## src/rtl/decode_exec_writeback_if.sv

```systemverilog
// Bundle of the decoder, executor and writeback signal groups of decode_exec_writeback.
// The core side drives through master; the datapath block sits on slave.
interface decode_exec_writeback_if #(
    parameter int XLEN  = 32,
    parameter int NREGS = 32
);
    localparam int AW = $clog2(NREGS);

    // decoder
    logic [31:0]     dec_inst;
    logic [4:0]      dec_rd;
    logic [4:0]      dec_rs1;
    logic [4:0]      dec_rs2;
    logic [XLEN-1:0] dec_imm;
    logic            dec_mem_we;
    logic            dec_wb_we;
    logic [1:0]      dec_wb_src;
    logic            dec_alu_src2;
    logic [3:0]      dec_alu_op;
    logic            dec_ebreak;
    logic            dec_is_branch;
    logic            dec_base_gpr;
    logic            dec_bcond;
    logic            dec_illegal;

    // executor
    logic [XLEN-1:0] ex_rs1_val;
    logic [XLEN-1:0] ex_rs2_val;
    logic [XLEN-1:0] ex_imm;
    logic            ex_src2;
    logic [3:0]      ex_op;
    logic [XLEN-1:0] ex_res;

    // writeback and register reads
    logic            wb_we;
    logic [AW-1:0]   wb_rd;
    logic [XLEN-1:0] wb_res_alu;
    logic [XLEN-1:0] wb_res_mem;
    logic [XLEN-1:0] wb_res_pc;
    logic [1:0]      wb_src;
    logic [AW-1:0]   wb_raddr1;
    logic [AW-1:0]   wb_raddr2;
    logic [XLEN-1:0] wb_rdata1;
    logic [XLEN-1:0] wb_rdata2;

    modport master (
        output dec_inst,
        input  dec_rd, dec_rs1, dec_rs2, dec_imm, dec_mem_we, dec_wb_we, dec_wb_src,
               dec_alu_src2, dec_alu_op, dec_ebreak, dec_is_branch, dec_base_gpr,
               dec_bcond, dec_illegal,
        output ex_rs1_val, ex_rs2_val, ex_imm, ex_src2, ex_op,
        input  ex_res,
        output wb_we, wb_rd, wb_res_alu, wb_res_mem, wb_res_pc, wb_src, wb_raddr1, wb_raddr2,
        input  wb_rdata1, wb_rdata2
    );

    modport slave (
        input  dec_inst,
        output dec_rd, dec_rs1, dec_rs2, dec_imm, dec_mem_we, dec_wb_we, dec_wb_src,
               dec_alu_src2, dec_alu_op, dec_ebreak, dec_is_branch, dec_base_gpr,
               dec_bcond, dec_illegal,
        input  ex_rs1_val, ex_rs2_val, ex_imm, ex_src2, ex_op,
        output ex_res,
        input  wb_we, wb_rd, wb_res_alu, wb_res_mem, wb_res_pc, wb_src, wb_raddr1, wb_raddr2,
        output wb_rdata1, wb_rdata2
    );
endinterface

```

## src/rtl/decode_exec_writeback.sv

```systemverilog
// RV32I decoder and ALU (both combinational) plus the x1..x31 register file
// with two combinational read ports and write-through bypass.
module decode_exec_writeback #(
    parameter int XLEN  = 32,
    parameter int NREGS = 32
) (
    input  logic                  clk,
    input  logic                  reset,
    decode_exec_writeback_if.slave bus
);
    localparam int AW = $clog2(NREGS);

    localparam logic [3:0] OP_ADD  = 4'd0,  OP_SUB  = 4'd1,  OP_SLL = 4'd2,  OP_SLT = 4'd3;
    localparam logic [3:0] OP_SLTU = 4'd4,  OP_XOR  = 4'd5,  OP_SRL = 4'd6,  OP_SRA = 4'd7;
    localparam logic [3:0] OP_OR   = 4'd8,  OP_AND  = 4'd9,  OP_EQ  = 4'd10, OP_NE  = 4'd11;
    localparam logic [3:0] OP_LT   = 4'd12, OP_GE   = 4'd13, OP_LTU = 4'd14, OP_GEU = 4'd15;

    localparam logic [6:0] OPC_OP     = 7'b0110011;
    localparam logic [6:0] OPC_OPIMM  = 7'b0010011;
    localparam logic [6:0] OPC_LUI    = 7'b0110111;
    localparam logic [6:0] OPC_LOAD   = 7'b0000011;
    localparam logic [6:0] OPC_STORE  = 7'b0100011;
    localparam logic [6:0] OPC_JAL    = 7'b1101111;
    localparam logic [6:0] OPC_JALR   = 7'b1100111;
    localparam logic [6:0] OPC_BRANCH = 7'b1100011;
    localparam logic [6:0] OPC_SYSTEM = 7'b1110011;

    localparam logic [1:0] SRC_ALU = 2'd0, SRC_MEM = 2'd1, SRC_PC = 2'd2;

    // ---------------------------------------------------------------- decoder
    logic [31:0] inst;
    logic [6:0]  opcode;
    logic [2:0]  funct3;
    logic [6:0]  funct7;
    logic [XLEN-1:0] imm_i, imm_s, imm_b, imm_u, imm_j;
    logic        shift_ok;

    assign inst   = bus.dec_inst;
    assign opcode = inst[6:0];
    assign funct3 = inst[14:12];
    assign funct7 = inst[31:25];

    assign imm_i = {{20{inst[31]}}, inst[31:20]};
    assign imm_s = {{20{inst[31]}}, inst[31:25], inst[11:7]};
    assign imm_b = {{19{inst[31]}}, inst[31], inst[7], inst[30:25], inst[11:8], 1'b0};
    assign imm_u = {inst[31:12], 12'b0};
    assign imm_j = {{11{inst[31]}}, inst[31], inst[19:12], inst[20], inst[30:21], 1'b0};

    // Immediate shifts only allow funct7 0 (and 0x20 for SRAI)
    assign shift_ok = (funct3 == 3'b001) ? (funct7 == 7'h00) :
                      (funct3 == 3'b101) ? (funct7 == 7'h00 || funct7 == 7'h20) : 1'b1;

    function automatic logic [3:0] arith_op(input logic [2:0] f3, input logic alt);
        case (f3)
            3'b000:  arith_op = alt ? OP_SUB : OP_ADD;
            3'b001:  arith_op = OP_SLL;
            3'b010:  arith_op = OP_SLT;
            3'b011:  arith_op = OP_SLTU;
            3'b100:  arith_op = OP_XOR;
            3'b101:  arith_op = alt ? OP_SRA : OP_SRL;
            3'b110:  arith_op = OP_OR;
            default: arith_op = OP_AND;
        endcase
    endfunction

    always_comb begin
        bus.dec_rd        = inst[11:7];
        bus.dec_rs1       = inst[19:15];
        bus.dec_rs2       = inst[24:20];
        bus.dec_imm       = '0;
        bus.dec_mem_we    = 1'b0;
        bus.dec_wb_we     = 1'b0;
        bus.dec_wb_src    = SRC_ALU;
        bus.dec_alu_src2  = 1'b0;
        bus.dec_alu_op    = OP_ADD;
        bus.dec_ebreak    = 1'b0;
        bus.dec_is_branch = 1'b0;
        bus.dec_base_gpr  = 1'b0;
        bus.dec_bcond     = 1'b0;
        bus.dec_illegal   = 1'b0;
        case (opcode)
            OPC_OP: begin
                if (funct7 == 7'h00 || (funct7 == 7'h20 && (funct3 == 3'b000 || funct3 == 3'b101))) begin
                    bus.dec_wb_we  = 1'b1;
                    bus.dec_alu_op = arith_op(funct3, inst[30]);
                end else begin
                    bus.dec_illegal = 1'b1;
                end
            end
            OPC_OPIMM: begin
                if (shift_ok) begin
                    bus.dec_wb_we    = 1'b1;
                    bus.dec_alu_src2 = 1'b1;
                    bus.dec_imm      = imm_i;
                    bus.dec_alu_op   = arith_op(funct3, funct3 == 3'b101 && inst[30]);
                end else begin
                    bus.dec_illegal = 1'b1;
                end
            end
            OPC_LUI: begin
                bus.dec_wb_we    = 1'b1;
                bus.dec_alu_src2 = 1'b1;
                bus.dec_imm      = imm_u;
                bus.dec_rs1      = 5'd0;
            end
            OPC_LOAD: begin
                if (funct3 == 3'b010) begin
                    bus.dec_wb_we    = 1'b1;
                    bus.dec_wb_src   = SRC_MEM;
                    bus.dec_alu_src2 = 1'b1;
                    bus.dec_imm      = imm_i;
                end else begin
                    bus.dec_illegal = 1'b1;
                end
            end
            OPC_STORE: begin
                if (funct3 == 3'b010) begin
                    bus.dec_mem_we   = 1'b1;
                    bus.dec_alu_src2 = 1'b1;
                    bus.dec_imm      = imm_s;
                end else begin
                    bus.dec_illegal = 1'b1;
                end
            end
            OPC_JAL: begin
                bus.dec_is_branch = 1'b1;
                bus.dec_wb_we     = 1'b1;
                bus.dec_wb_src    = SRC_PC;
                bus.dec_alu_src2  = 1'b1;
                bus.dec_imm       = imm_j;
            end
            OPC_JALR: begin
                if (funct3 == 3'b000) begin
                    bus.dec_is_branch = 1'b1;
                    bus.dec_base_gpr  = 1'b1;
                    bus.dec_wb_we     = 1'b1;
                    bus.dec_wb_src    = SRC_PC;
                    bus.dec_alu_src2  = 1'b1;
                    bus.dec_imm       = imm_i;
                end else begin
                    bus.dec_illegal = 1'b1;
                end
            end
            OPC_BRANCH: begin
                if (funct3 == 3'b010 || funct3 == 3'b011) begin
                    bus.dec_illegal = 1'b1;
                end else begin
                    bus.dec_is_branch = 1'b1;
                    bus.dec_bcond     = 1'b1;
                    bus.dec_imm       = imm_b;
                    case (funct3)
                        3'b000:  bus.dec_alu_op = OP_EQ;
                        3'b001:  bus.dec_alu_op = OP_NE;
                        3'b100:  bus.dec_alu_op = OP_LT;
                        3'b101:  bus.dec_alu_op = OP_GE;
                        3'b110:  bus.dec_alu_op = OP_LTU;
                        default: bus.dec_alu_op = OP_GEU;
                    endcase
                end
            end
            OPC_SYSTEM: begin
                if (inst == 32'h0010_0073) bus.dec_ebreak  = 1'b1;
                else                       bus.dec_illegal = 1'b1;
            end
            default: bus.dec_illegal = 1'b1;
        endcase
    end

    // ---------------------------------------------------------------- executor
    logic [XLEN-1:0] op1, op2;
    logic [4:0]      shamt;

    assign op1   = bus.ex_rs1_val;
    assign op2   = bus.ex_src2 ? bus.ex_imm : bus.ex_rs2_val;
    assign shamt = op2[4:0];

    always_comb begin
        case (bus.ex_op)
            OP_ADD:  bus.ex_res = op1 + op2;
            OP_SUB:  bus.ex_res = op1 - op2;
            OP_SLL:  bus.ex_res = op1 << shamt;
            OP_SLT:  bus.ex_res = {{(XLEN-1){1'b0}}, $signed(op1) < $signed(op2)};
            OP_SLTU: bus.ex_res = {{(XLEN-1){1'b0}}, op1 < op2};
            OP_XOR:  bus.ex_res = op1 ^ op2;
            OP_SRL:  bus.ex_res = op1 >> shamt;
            OP_SRA:  bus.ex_res = $unsigned($signed(op1) >>> shamt);
            OP_OR:   bus.ex_res = op1 | op2;
            OP_AND:  bus.ex_res = op1 & op2;
            OP_EQ:   bus.ex_res = {{(XLEN-1){1'b0}}, op1 == op2};
            OP_NE:   bus.ex_res = {{(XLEN-1){1'b0}}, op1 != op2};
            OP_LT:   bus.ex_res = {{(XLEN-1){1'b0}}, $signed(op1) < $signed(op2)};
            OP_GE:   bus.ex_res = {{(XLEN-1){1'b0}}, $signed(op1) >= $signed(op2)};
            OP_LTU:  bus.ex_res = {{(XLEN-1){1'b0}}, op1 < op2};
            default: bus.ex_res = {{(XLEN-1){1'b0}}, op1 >= op2};
        endcase
    end

    // ---------------------------------------------------------------- writeback
    logic [XLEN-1:0] gpr_reg [NREGS];
    logic [XLEN-1:0] wr_data;
    logic            wr_en;

    always_comb begin
        case (bus.wb_src)
            SRC_ALU: wr_data = bus.wb_res_alu;
            SRC_MEM: wr_data = bus.wb_res_mem;
            SRC_PC:  wr_data = bus.wb_res_pc + XLEN'(4);
            default: wr_data = '0;
        endcase
    end

    // Gating on reset keeps a dropped write out of the bypass path as well
    assign wr_en = bus.wb_we && (bus.wb_rd != '0) && (bus.wb_src != 2'd3) && !reset;

    always_ff @(posedge clk) begin
        if (reset) begin
            for (int i = 0; i < NREGS; i++) gpr_reg[i] <= '0;
        end else if (wr_en) begin
            gpr_reg[bus.wb_rd] <= wr_data;
        end
    end

    logic [AW-1:0]   raddr [2];
    logic [XLEN-1:0] rdata [2];

    assign raddr[0]      = bus.wb_raddr1;
    assign raddr[1]      = bus.wb_raddr2;
    assign bus.wb_rdata1 = rdata[0];
    assign bus.wb_rdata2 = rdata[1];

    for (genvar gi = 0; gi < 2; gi++) begin : g_read
        assign rdata[gi] = (raddr[gi] == '0)                   ? '0      :
                           (wr_en && raddr[gi] == bus.wb_rd)   ? wr_data :
                                                                 gpr_reg[raddr[gi]];
    end
endmodule

```

## src/flat_wrapper.sv

```systemverilog
// flat-port wrapper written by rule: the top's interface ports become plain ports
module decode_exec_writeback_flat 
#(
    parameter int XLEN  = 32,
    parameter int NREGS = 32
)
  (clk, reset, bus_dec_inst, bus_dec_rd, bus_dec_rs1, bus_dec_rs2, bus_dec_imm, bus_dec_mem_we, bus_dec_wb_we, bus_dec_wb_src, bus_dec_alu_src2, bus_dec_alu_op, bus_dec_ebreak, bus_dec_is_branch, bus_dec_base_gpr, bus_dec_bcond, bus_dec_illegal, bus_ex_rs1_val, bus_ex_rs2_val, bus_ex_imm, bus_ex_src2, bus_ex_op, bus_ex_res, bus_wb_we, bus_wb_rd, bus_wb_res_alu, bus_wb_res_mem, bus_wb_res_pc, bus_wb_src, bus_wb_raddr1, bus_wb_raddr2, bus_wb_rdata1, bus_wb_rdata2);
  decode_exec_writeback_if #(.XLEN(XLEN), .NREGS(NREGS)) bus_i ();
  input  logic clk;
  input  logic reset;
  input wire logic [$bits(bus_i.dec_inst)-1:0] bus_dec_inst;
  output wire logic [$bits(bus_i.dec_rd)-1:0] bus_dec_rd;
  output wire logic [$bits(bus_i.dec_rs1)-1:0] bus_dec_rs1;
  output wire logic [$bits(bus_i.dec_rs2)-1:0] bus_dec_rs2;
  output wire logic [$bits(bus_i.dec_imm)-1:0] bus_dec_imm;
  output wire logic [$bits(bus_i.dec_mem_we)-1:0] bus_dec_mem_we;
  output wire logic [$bits(bus_i.dec_wb_we)-1:0] bus_dec_wb_we;
  output wire logic [$bits(bus_i.dec_wb_src)-1:0] bus_dec_wb_src;
  output wire logic [$bits(bus_i.dec_alu_src2)-1:0] bus_dec_alu_src2;
  output wire logic [$bits(bus_i.dec_alu_op)-1:0] bus_dec_alu_op;
  output wire logic [$bits(bus_i.dec_ebreak)-1:0] bus_dec_ebreak;
  output wire logic [$bits(bus_i.dec_is_branch)-1:0] bus_dec_is_branch;
  output wire logic [$bits(bus_i.dec_base_gpr)-1:0] bus_dec_base_gpr;
  output wire logic [$bits(bus_i.dec_bcond)-1:0] bus_dec_bcond;
  output wire logic [$bits(bus_i.dec_illegal)-1:0] bus_dec_illegal;
  input wire logic [$bits(bus_i.ex_rs1_val)-1:0] bus_ex_rs1_val;
  input wire logic [$bits(bus_i.ex_rs2_val)-1:0] bus_ex_rs2_val;
  input wire logic [$bits(bus_i.ex_imm)-1:0] bus_ex_imm;
  input wire logic [$bits(bus_i.ex_src2)-1:0] bus_ex_src2;
  input wire logic [$bits(bus_i.ex_op)-1:0] bus_ex_op;
  output wire logic [$bits(bus_i.ex_res)-1:0] bus_ex_res;
  input wire logic [$bits(bus_i.wb_we)-1:0] bus_wb_we;
  input wire logic [$bits(bus_i.wb_rd)-1:0] bus_wb_rd;
  input wire logic [$bits(bus_i.wb_res_alu)-1:0] bus_wb_res_alu;
  input wire logic [$bits(bus_i.wb_res_mem)-1:0] bus_wb_res_mem;
  input wire logic [$bits(bus_i.wb_res_pc)-1:0] bus_wb_res_pc;
  input wire logic [$bits(bus_i.wb_src)-1:0] bus_wb_src;
  input wire logic [$bits(bus_i.wb_raddr1)-1:0] bus_wb_raddr1;
  input wire logic [$bits(bus_i.wb_raddr2)-1:0] bus_wb_raddr2;
  output wire logic [$bits(bus_i.wb_rdata1)-1:0] bus_wb_rdata1;
  output wire logic [$bits(bus_i.wb_rdata2)-1:0] bus_wb_rdata2;
  assign bus_i.dec_inst = bus_dec_inst;
  assign bus_dec_rd = bus_i.dec_rd;
  assign bus_dec_rs1 = bus_i.dec_rs1;
  assign bus_dec_rs2 = bus_i.dec_rs2;
  assign bus_dec_imm = bus_i.dec_imm;
  assign bus_dec_mem_we = bus_i.dec_mem_we;
  assign bus_dec_wb_we = bus_i.dec_wb_we;
  assign bus_dec_wb_src = bus_i.dec_wb_src;
  assign bus_dec_alu_src2 = bus_i.dec_alu_src2;
  assign bus_dec_alu_op = bus_i.dec_alu_op;
  assign bus_dec_ebreak = bus_i.dec_ebreak;
  assign bus_dec_is_branch = bus_i.dec_is_branch;
  assign bus_dec_base_gpr = bus_i.dec_base_gpr;
  assign bus_dec_bcond = bus_i.dec_bcond;
  assign bus_dec_illegal = bus_i.dec_illegal;
  assign bus_i.ex_rs1_val = bus_ex_rs1_val;
  assign bus_i.ex_rs2_val = bus_ex_rs2_val;
  assign bus_i.ex_imm = bus_ex_imm;
  assign bus_i.ex_src2 = bus_ex_src2;
  assign bus_i.ex_op = bus_ex_op;
  assign bus_ex_res = bus_i.ex_res;
  assign bus_i.wb_we = bus_wb_we;
  assign bus_i.wb_rd = bus_wb_rd;
  assign bus_i.wb_res_alu = bus_wb_res_alu;
  assign bus_i.wb_res_mem = bus_wb_res_mem;
  assign bus_i.wb_res_pc = bus_wb_res_pc;
  assign bus_i.wb_src = bus_wb_src;
  assign bus_i.wb_raddr1 = bus_wb_raddr1;
  assign bus_i.wb_raddr2 = bus_wb_raddr2;
  assign bus_wb_rdata1 = bus_i.wb_rdata1;
  assign bus_wb_rdata2 = bus_i.wb_rdata2;
  decode_exec_writeback #(.XLEN(XLEN), .NREGS(NREGS)) u_core (.clk(clk), .reset(reset), .bus(bus_i));
endmodule
```

## config.mk

```make
export PLATFORM = sky130hd
export DESIGN_NAME = decode_exec_writeback_flat
export DESIGN_NICKNAME = d
export VERILOG_FILES = /design/src/rtl/decode_exec_writeback_if.sv /design/src/rtl/decode_exec_writeback.sv /design/src/flat_wrapper.sv
export SDC_FILE = /design/constraint.sdc
export NUM_CORES = 2
export LEC_CHECK = 0
export CAP_MARGIN = 10
export CELL_PAD_IN_SITES_DETAIL_PLACEMENT = 1
export CELL_PAD_IN_SITES_GLOBAL_PLACEMENT = 2
export CORE_UTILIZATION = 46
export DETAILED_ROUTE_END_ITERATION = 8
export HOLD_SLACK_MARGIN = 0.05
export PLACE_DENSITY = 0.87
export SKIP_LAST_GASP = 1
export SLEW_MARGIN = 20
export SYNTH_ARGS = -nofsm -noshare
export SYNTH_HDL_FRONTEND = slang
export SYNTH_SLANG_ARGS = --single-unit
```

## constraint.sdc

```tcl
create_clock -name clk -period 9.3 [get_ports clk]
set_clock_uncertainty 0.1 [all_clocks]
set_input_delay 0.93 -clock clk [delete_from_list [all_inputs] [get_ports clk]]
set_output_delay 0.93 -clock clk [all_outputs]
set_load 0.005 [all_outputs]
```

==> impl_metrics.ini <==
[routing]
drt-total-wl_um = 264000
drc = 0
wl_per_cell_um = 36.8
drt_iter0_markers = 6644
firstDrtPassIters = 6
num_vias = 50600
drtAntennaViolNets = 0
viasPerCell = 7.07

[logic_synthesis]
ys_ff_latch = 1024
netlist_area_um2 = 63800
avgSynthCellArea_um2 = 12.5
synth-main-ff-cell = edfxtp_1
ys_types = 87
async_reset_ff_frac = 0
synth-edff-count = 1024
synth-warning-count = 0
seq_area_frac_synth = 0.482
syn_inst = 5088

[clock_network]
clkTransAtPathRegs_ns = 0.06
cts_buffers = 101
cts_sinks = 1024
clockRootBuffer = clkbuf_16
clockBufferDepth = 3
post-cts-setup-buffers = 0
holdBufCountCts = 0
cts_repair_resize_count = 0
cts_tree = built
cts.htree.levels = 3

[worst_setup_path]
worstPathArrival_ns = 6.23
crit_path_start_kind = input port
cp.required_ns = 8.27
end_kind = output pin
critPathKind = input port to output pin
cp_max_fo = 27

[global_route]
antenna_found_initial = 17
grt_max_degree = 160
grt_pass1_wl_um = 375000
grt_overflow_total = 0
grt_pass1_vias = 52000
grt_usage = 0.373

[power_and_ir_drop]
peakVddDrop_mv = 0.171
p_leak_uw = 0.0249
p_per_area_nw_per_um2 = 167

[floorplanning]
coreArea_um2 = 137000
die_w_um = 374
die_y_um = 374
rows = 136
dieArea_um2 = 140000
start_util = 0.464
io_pins = 406

[job]
cap_violations = 0

[place]
dp_hpwl_um = 165000
place.gp.congestion = 1.03
io_buffers = 405

[timing]
rsz0062_at_grt = no
tns_ns = 0
finalSetupViolations = 0
max_freq_ghz = 0.138
maxSlewViolCount = 0
report.final.hold_viol_count = 0
finalCritPeriodShare = 0.781
worst_slew_pin_slew_ns = 1.33
timing.final.crit_period_ns = 7.26
slew_headroom = 0.109

[finish]
n_fill_cell = 13700
multi_input_area_um2 = 31100
area_growth_pct = 14.6
final_nets = 5627
register_area_um2 = 30700
utilization = 0.532
drive_gt1_frac = 0.212
largest_reg_flops = 1024

[hold_path]
hp-class = input port to flip-flop

[status]
status = complete, no violations
==> logic make-up after synthesis <==
kind of cell / count (synthesis) / share of synthesized area
flops: 1024 / 0.482
other cells: 1 / 0.0000588
xor+xnor: 41 / 0.00563
buf+inv: 625 / 0.0395
fa+ha+maj: 104 / 0.0206
mux: 785 / 0.256
simple gates: 1739 / 0.115
compound gates: 769 / 0.0817
==> power by group <==
| group | leakage (uW) | internal (uW) | total [uW] | switching, uW |
|---|---|---|---|---|
| sequential | 0.00974 | 5330 | 5470 | 143 |
| combinational | 0.0136 | 1080 | 2590 | 1500 |
| clock | 0.00159 | 2310 | 4140 | 1830 |
| total | 0.0249 | 8720 | 12200 | 3480 |
==> metal layers <==
metal	track usage	wire, um
met1	0.464	91000
met2	0.606	126000
met3	0.0721	28500
met4	0.224	18000
met5	0	103
==> critical path, cell delays in order <==
cell and delay, ns:
clkdlybuf4s50_1 0.50, mux2i_4 0.08, inv_2 0.46, ha_1 0.28
inv_1 0.06, fa_1 0.43, nor2b_1 0.16, o311ai_0 0.69
a21oi_1 0.28, a21oi_1 0.49, o221ai_2 0.35, a31oi_1 0.30
o21ai_0 0.15, a221oi_1 0.33, o21ai_0 0.22, clkdlybuf4s50_1 0.49
==> stage by stage <==
stage                     instance area (um2)  instances  worst slack [ns]  power [uW]  hold slack (ns)
final                                   73100       7155              2.04       12200            0.688
after global routing                    73100       7154              1.70       12500            0.672
after CTS                               73000       7146              2.12       12100            0.662
after detailed placement                69800       6961              2.13        8070             1.40
after global placement                  69800       6961              2.19        7990             1.39
after floorplan                         63900       5119              3.59        6980             1.13
==> path summary, 6_finish.rpt <==
check | startpoint | to | slack, ns | cells past startpoint
max | bus_ex_rs2_val[0] | bus_ex_res[24] | 2.04 | 16
min | reset | u_core.gpr_reg[0][4] | 0.69 | 1
==> final cells by class <==
type / count / share of cell area
multi-input combinational: 3470 / 0.425
clock inverter: 63 / 0.00768
timing repair buffer: 571 / 0.0739
antenna: 5 / 0.000171
sequential: 1024 / 0.420
inverter: 106 / 0.00544
clock buffer: 122 / 0.0368
tap: 1794 / 0.0307
==> cells in the final DEF (no fill, tap or decap), types with 13 or more instances in the layout <==
| cell | count |
|---|---|
| nand2b_1 | 15 |
| a21o_1 | 37 |
| nand2_2 | 28 |
| o21ai_0 | 135 |
| nor4_1 | 16 |
| xnor2_1 | 14 |
| nand3_1 | 46 |
| nand2_1 | 174 |
| o221ai_1 | 15 |
| buf_4 | 162 |
| nor2b_1 | 93 |
| or3_1 | 14 |
| nand2b_2 | 29 |
| clkbuf_1 | 17 |
| clkinv_2 | 20 |
| a31oi_1 | 19 |
| clkinv_1 | 24 |
| clkbuf_16 | 105 |
| a211oi_1 | 175 |
| mux2i_1 | 101 |
| inv_1 | 101 |
| a211o_1 | 13 |
| o22ai_1 | 17 |
| o211ai_1 | 27 |
| ha_1 | 102 |
| clkdlybuf4s50_1 | 391 |
| mux4_2 | 672 |
| a21oi_1 | 133 |
| o21a_1 | 14 |
| xor2_1 | 27 |
| nor3_1 | 37 |
| edfxtp_1 | 1024 |
| nor2_1 | 1195 |
| a21oi_2 | 26 |
| a221oi_1 | 26 |
| and3_1 | 18 |
| conb_1 | 32 |
| nand4_1 | 20 |
==> synth_stat cells, types with 15 or more instances <==
cell type     n  area share
o22ai_1      17      0.0017
nor4_1       17      0.0017
o21ai_0     135       0.011
nand3_1      49      0.0038
a31oi_1      21      0.0021
buf_1        34      0.0020
nor2b_1      93      0.0091
a21o_1       37      0.0044
mux2i_1     103       0.016
nand2b_1     46      0.0045
and3_1       18      0.0018
ha_1        102       0.020
nand4_1      20      0.0020
nand2_1     202       0.012
inv_1       101      0.0059
nor2_1     1199       0.071
nor3_1       38      0.0030
mux4_2      672        0.24
o221ai_1     15      0.0021
a21oi_1     162       0.013
a221oi_1     26      0.0036
xor2_1       27      0.0037
buf_2        86      0.0067
a211oi_1    175       0.021
edfxtp_1   1024        0.48
clkbuf_1    384       0.023
o211ai_1     27      0.0032
Note: power is estimated with default switching activity, not from simulation.
